`config.mk`:
```
export PLATFORM = sky130hd
export DESIGN_NAME = rr_sel_arbiter
export DESIGN_NICKNAME = d
export VERILOG_FILES = /design/src/rtl/rr_sel_arbiter.sv
export SDC_FILE = /design/constraint.sdc
export NUM_CORES = 1
export LEC_CHECK = 0
export ABC_AREA = 1
export CORE_MARGIN = 3
export CORE_UTILIZATION = 35
export CTS_CLUSTER_SIZE = 40
export DETAILED_ROUTE_END_ITERATION = 7
export GPL_TIMING_DRIVEN = 0
export SETUP_SLACK_MARGIN = 0.1
export SYNTH_ARGS = -nofsm -noshare
export SYNTH_HDL_FRONTEND = slang
export SYNTH_SLANG_ARGS = --single-unit
```
`constraint.sdc`:
```
create_clock -name clk_in -period 1.49 [get_ports clk_in]
set_input_delay 0.447 -clock clk_in [delete_from_list [all_inputs] [get_ports clk_in]]
set_output_delay 0.447 -clock clk_in [all_outputs]
set_load 0.01 [all_outputs]
```
`src/rtl/rr_sel_arbiter.sv`:
```
// Four-source round-robin arbiter driving a registered 2-bit mux select.
// Each grant is held until the owner finishes, drops its request, or hits MAX_HOLD cycles.
module rr_sel_arbiter #(
    parameter int unsigned MAX_HOLD = 8
) (
    input  logic       clk_in,
    input  logic       rst_n_in,
    input  logic [3:0] req_in,
    input  logic       done_in,
    output logic [1:0] sel_out,
    output logic [3:0] grant_out,
    output logic       valid_out,
    output logic       preempt_out
);
    localparam int unsigned CW = $clog2(MAX_HOLD + 1);
    localparam logic [CW-1:0] CNT_LAST = CW'(MAX_HOLD - 1);

    typedef enum logic {IDLE, GRANT} state_e;

    state_e        state_q, state_d;
    logic [1:0]    sel_q, sel_d;
    logic [3:0]    grant_q, grant_d;
    logic          valid_q, valid_d;
    logic          pre_q, pre_d;
    logic [1:0]    ptr_q, ptr_d;
    logic [CW-1:0] cnt_q, cnt_d;

    logic          win_found;
    logic [1:0]    win_idx;
    logic [1:0]    cand;
    logic          owner_req;
    logic          at_limit;
    logic          release_now;

    // Search starts at the pointer and wraps, so the last owner goes to the back of the line.
    always_comb begin
        win_found = 1'b0;
        win_idx   = ptr_q;
        cand      = ptr_q;
        for (int k = 0; k < 4; k++) begin
            cand = ptr_q + 2'(k);
            if (!win_found && req_in[cand]) begin
                win_found = 1'b1;
                win_idx   = cand;
            end
        end
    end

    assign owner_req   = req_in[sel_q];
    assign at_limit    = (cnt_q == CNT_LAST);
    assign release_now = done_in || !owner_req || at_limit;

    always_comb begin
        state_d = state_q;
        sel_d   = sel_q;
        grant_d = grant_q;
        valid_d = valid_q;
        pre_d   = 1'b0;
        ptr_d   = ptr_q;
        cnt_d   = cnt_q;
        case (state_q)
            IDLE: begin
                if (win_found) begin
                    sel_d   = win_idx;
                    grant_d = 4'b0001 << win_idx;
                    valid_d = 1'b1;
                    cnt_d   = '0;
                    state_d = GRANT;
                end
            end
            GRANT: begin
                if (release_now) begin
                    valid_d = 1'b0;
                    grant_d = 4'b0000;
                    ptr_d   = sel_q + 2'd1;
                    state_d = IDLE;
                    // Preemption only when the limit alone forced the release.
                    pre_d   = at_limit && !done_in && owner_req;
                end else begin
                    cnt_d = cnt_q + CW'(1);
                end
            end
            default: state_d = IDLE;
        endcase
    end

    always_ff @(posedge clk_in or negedge rst_n_in) begin
        if (!rst_n_in) begin
            state_q <= IDLE;
            sel_q   <= 2'b00;
            grant_q <= 4'b0000;
            valid_q <= 1'b0;
            pre_q   <= 1'b0;
            ptr_q   <= 2'b00;
            cnt_q   <= '0;
        end else begin
            state_q <= state_d;
            sel_q   <= sel_d;
            grant_q <= grant_d;
            valid_q <= valid_d;
            pre_q   <= pre_d;
            ptr_q   <= ptr_d;
            cnt_q   <= cnt_d;
        end
    end

    assign sel_out     = sel_q;
    assign grant_out   = grant_q;
    assign valid_out   = valid_q;
    assign preempt_out = pre_q;
endmodule

```
==> impl_metrics.yaml <==
pwr:
  fin_total_pwr_mw: 3.51
  p_leak_nw: 0.814
  ir_worst_vdd_uv: 1020
  power_frac_clock_pct: 6.6
  internal-power_mw: 1.78
  switching_power_mw: 1.73
  swShare_pct: 49.3
  pwr-share-seq_pct: 19.0
  p_comb_share_pct: 74.4
  power_density_mw_per_mm2: 2320
logic_synthesis:
  syn-instance-count: 164
  synth_top_family_by_area: "simple AND/OR/NAND/NOR gates"
  synth.area.mux_share_pct: 0
  synthAdderAreaFrac_pct: 1.16
  syn_area_per_cell_um2: 6.60
  synth_xor_area_share_pct: 1.62
  ys_types: 21
  synth_simple_gate_area_share_pct: 47.6
  syn_area_mm2: 0.00108
  yosysWarnings: 0
  syn_nets: 172
  synth_compound_area_share_pct: 6.13
  ys_seq_elements: 15
  seq_area_frac_synth_pct: 34.7
sta:
  fin_crit_sh_pct: 113
  finalSetupViolCount: 12
  min_period_ns: 1.68
  grt_setup_unrepaired: "true"
  skew_ns: 0.00507
  fmax_mhz: 596
  maxSlewHeadroom_pct: 56.6
  slew_violations: 0
  worstMarginPinSlew_ns: 0.649
  hold_violations: 0
  finalWorstSetupSlack_ns: -0.188
drt:
  wire_per_inst_um: 12.0
  first_pass_iters: 4
  vias: 1164
  drtIter0Drc: 59
  drcViolationCount: 0
  drt-total-wl_um: 2770
  drtAntennaViolNets: 0
  viasPerCell: 5.04
cells_and_area:
  diodes: 0
  final_common_cell: "nand2_1"
  layout-drive-gt1-share_pct: 33.5
  layout.cells.non_filler: 231
  layout.cells.most_common_list: "58 x nand2_1, 22 x nand3_1, 16 x nand2_2"
  area_delta_synth_final_pct: 39.4
  nets: 209
status:
  failed_checks: "negative setup slack"
  outcome: "finished, violations left"
critical_path:
  cp_common_cell: "nand2_2"
  crit_type: "reg2reg"
  endpoint_kind: "flop"
  cp_slowest_cell: "dfrtp_2"
  max_stage_delay_ns: 0.45
  crit_buf_inv: 3
  path_delay_family: "flip-flops"
  cp_max_fo: 8
  crit_chain: "inv_2 -> buf_8 -> nand2_2 -> nand3_2 -> nand2_2 -> nor2_4 -> nand2_2 -> o21ai_4 -> buf_6 -> a21oi_1"
  critPathArrivalTime_ns: 1.85
  cp-start-kind: "flop"
  critical_path_required_ns: 1.66
die:
  die-area_mm2: 0.00380
  initial_core_util_pct: 37.9
  core_area_mm2: 0.00285
  placementRows: 19
  die_h_um: 61.6
  io_pins: 15
  die_w_um: 61.6
cts:
  cts_htree_levels: 1
  hold_buffers: 0
  cts_tree: "done"
  cts.sinks: 15
  clk_pin_slew_ns: 0.09
  cts_buffer_depth: 2
  clockRootBuffer: "clkbuf_4"
  numCtsBuffers: 3
  clock_latency_ns: 0.28
grt:
  grt_max_degree: 16
  antenna_found_initial: 0
  grt_pass1_vias: 1065
  grt_pass1_wl_um: 4520
  grtUsageTotal_pct: 15.9
  grt_overflow: 0
placement:
  io_buffers: 14
  place_congestion: 0.792
  numPlacedInstances: 209
  dpl.hpwl_um: 1980
min_path:
  hold_class: "reg2reg"
run:
  max_cap_viol_count: 0
## sequential cells by signal, indices dropped and copies added (netlist names)
register / flops
ptr_q: 2
sel_out: 2
state_q: 1
grant_out: 4
valid_out: 1
preempt_out: 1
cnt_q: 4
## worst reg2reg max path, delay by kind of cell, from the launching register on
| family | cells | cell delay [ns] |
|---|---|---|
| AO/OA/AOI/OAI | 2 | 0.32 |
| buffers and inverters | 3 | 0.41 |
| flip-flops | 1 | 0.45 |
| AND/OR/NAND/NOR | 5 | 0.39 |
## timing repair
item                                    CTS  global route
buffers inserted                          8             8
resized for setup                        33            25
endpoints found under the setup margin   22            21
cloned                                    1             1
hold endpoints to repair                  0             0
pin swaps                                 7            18
## per-layer routing
metal	global-route usage, %	up-vias	routed length [µm]
met5	0	-	0
met4	4.55	0	27
met3	2.52	2	43
met2	27.8	11	1410
met1	20.1	550	1300
li1	-	601	-
## per-stage QoR
| step | setup WS [ns] | TNS [ns] | utilization [%] | hold slack, ns | area, µm² |
|---|---|---|---|---|---|
| final | -0.188 | -1.93 | 52.9 | 0.509 | 1510 |
| after global routing | -0.315 | -3.30 | 52.9 | 0.535 | 1510 |
| after CTS | -0.197 | -2.05 | 49.0 | 0.516 | 1400 |
| after detailed placement | -0.630 | -8.20 | 44.8 | 0.469 | 1280 |
| after global placement | -0.616 | -7.66 | 44.8 | 0.464 | 1280 |
| after floorplan | -0.0137 | -0.0494 | - | 0.151 | 1100 |
## final cells by class
class,instances,area [µm²]
clock buffer,3,22.5
multi-input combinational,133,711
inverter,13,53.8
tap,31,38.8
timing repair buffer,31,251
sequential,15,378
buffer,4,48.8
clock inverter,1,5.00
fill,297,1340
## path summary, 6_finish.rpt
check                          endpoint  slack (ns)  depth (start not counted)         start
setup / recovery             sel_out[0]       -0.19                         10      ptr_q[0]
setup reg to reg             sel_out[0]       -0.19                         10      ptr_q[0]
hold / removal             grant_out[3]        0.51                          2  grant_out[3]
hold reg to reg            grant_out[3]        0.51                          2  grant_out[3]
max in group asynchronous    sel_out[0]        0.47                          1      rst_n_in
min in group asynchronous       state_q        0.56                          1      rst_n_in
## cell families after synthesis
family,Yosys count
xor+xnor,2
simple gates,118
fa+ha+maj,1
flops,15
buf+inv,17
compound gates,11
## synthesized netlist by cell type (all sizes together)
cell type,count,share of area [%]
nand4,4,2.3
dfrtp,15,35
nand3b,1,0.69
o21ai,8,4.7
xor2,1,0.81
nor2,8,3.5
ha,1,1.2
xnor2,1,0.81
buf,4,3.8
nand2,78,29
a21oi,3,1.4
inv,13,5.0
nand3,27,12
## power by group through the flow
stage                     sequential [mW]  clock [mW]  combinational (mW)
after floorplan                     0.695           0                1.47
after global placement              0.685           0                1.94
after detailed placement            0.687           0                1.98
after CTS                           0.660       0.242                2.25
after global routing                0.685       0.262                2.92
final                               0.666       0.231                2.61
Note: power is estimated with default switching activity, not from simulation.
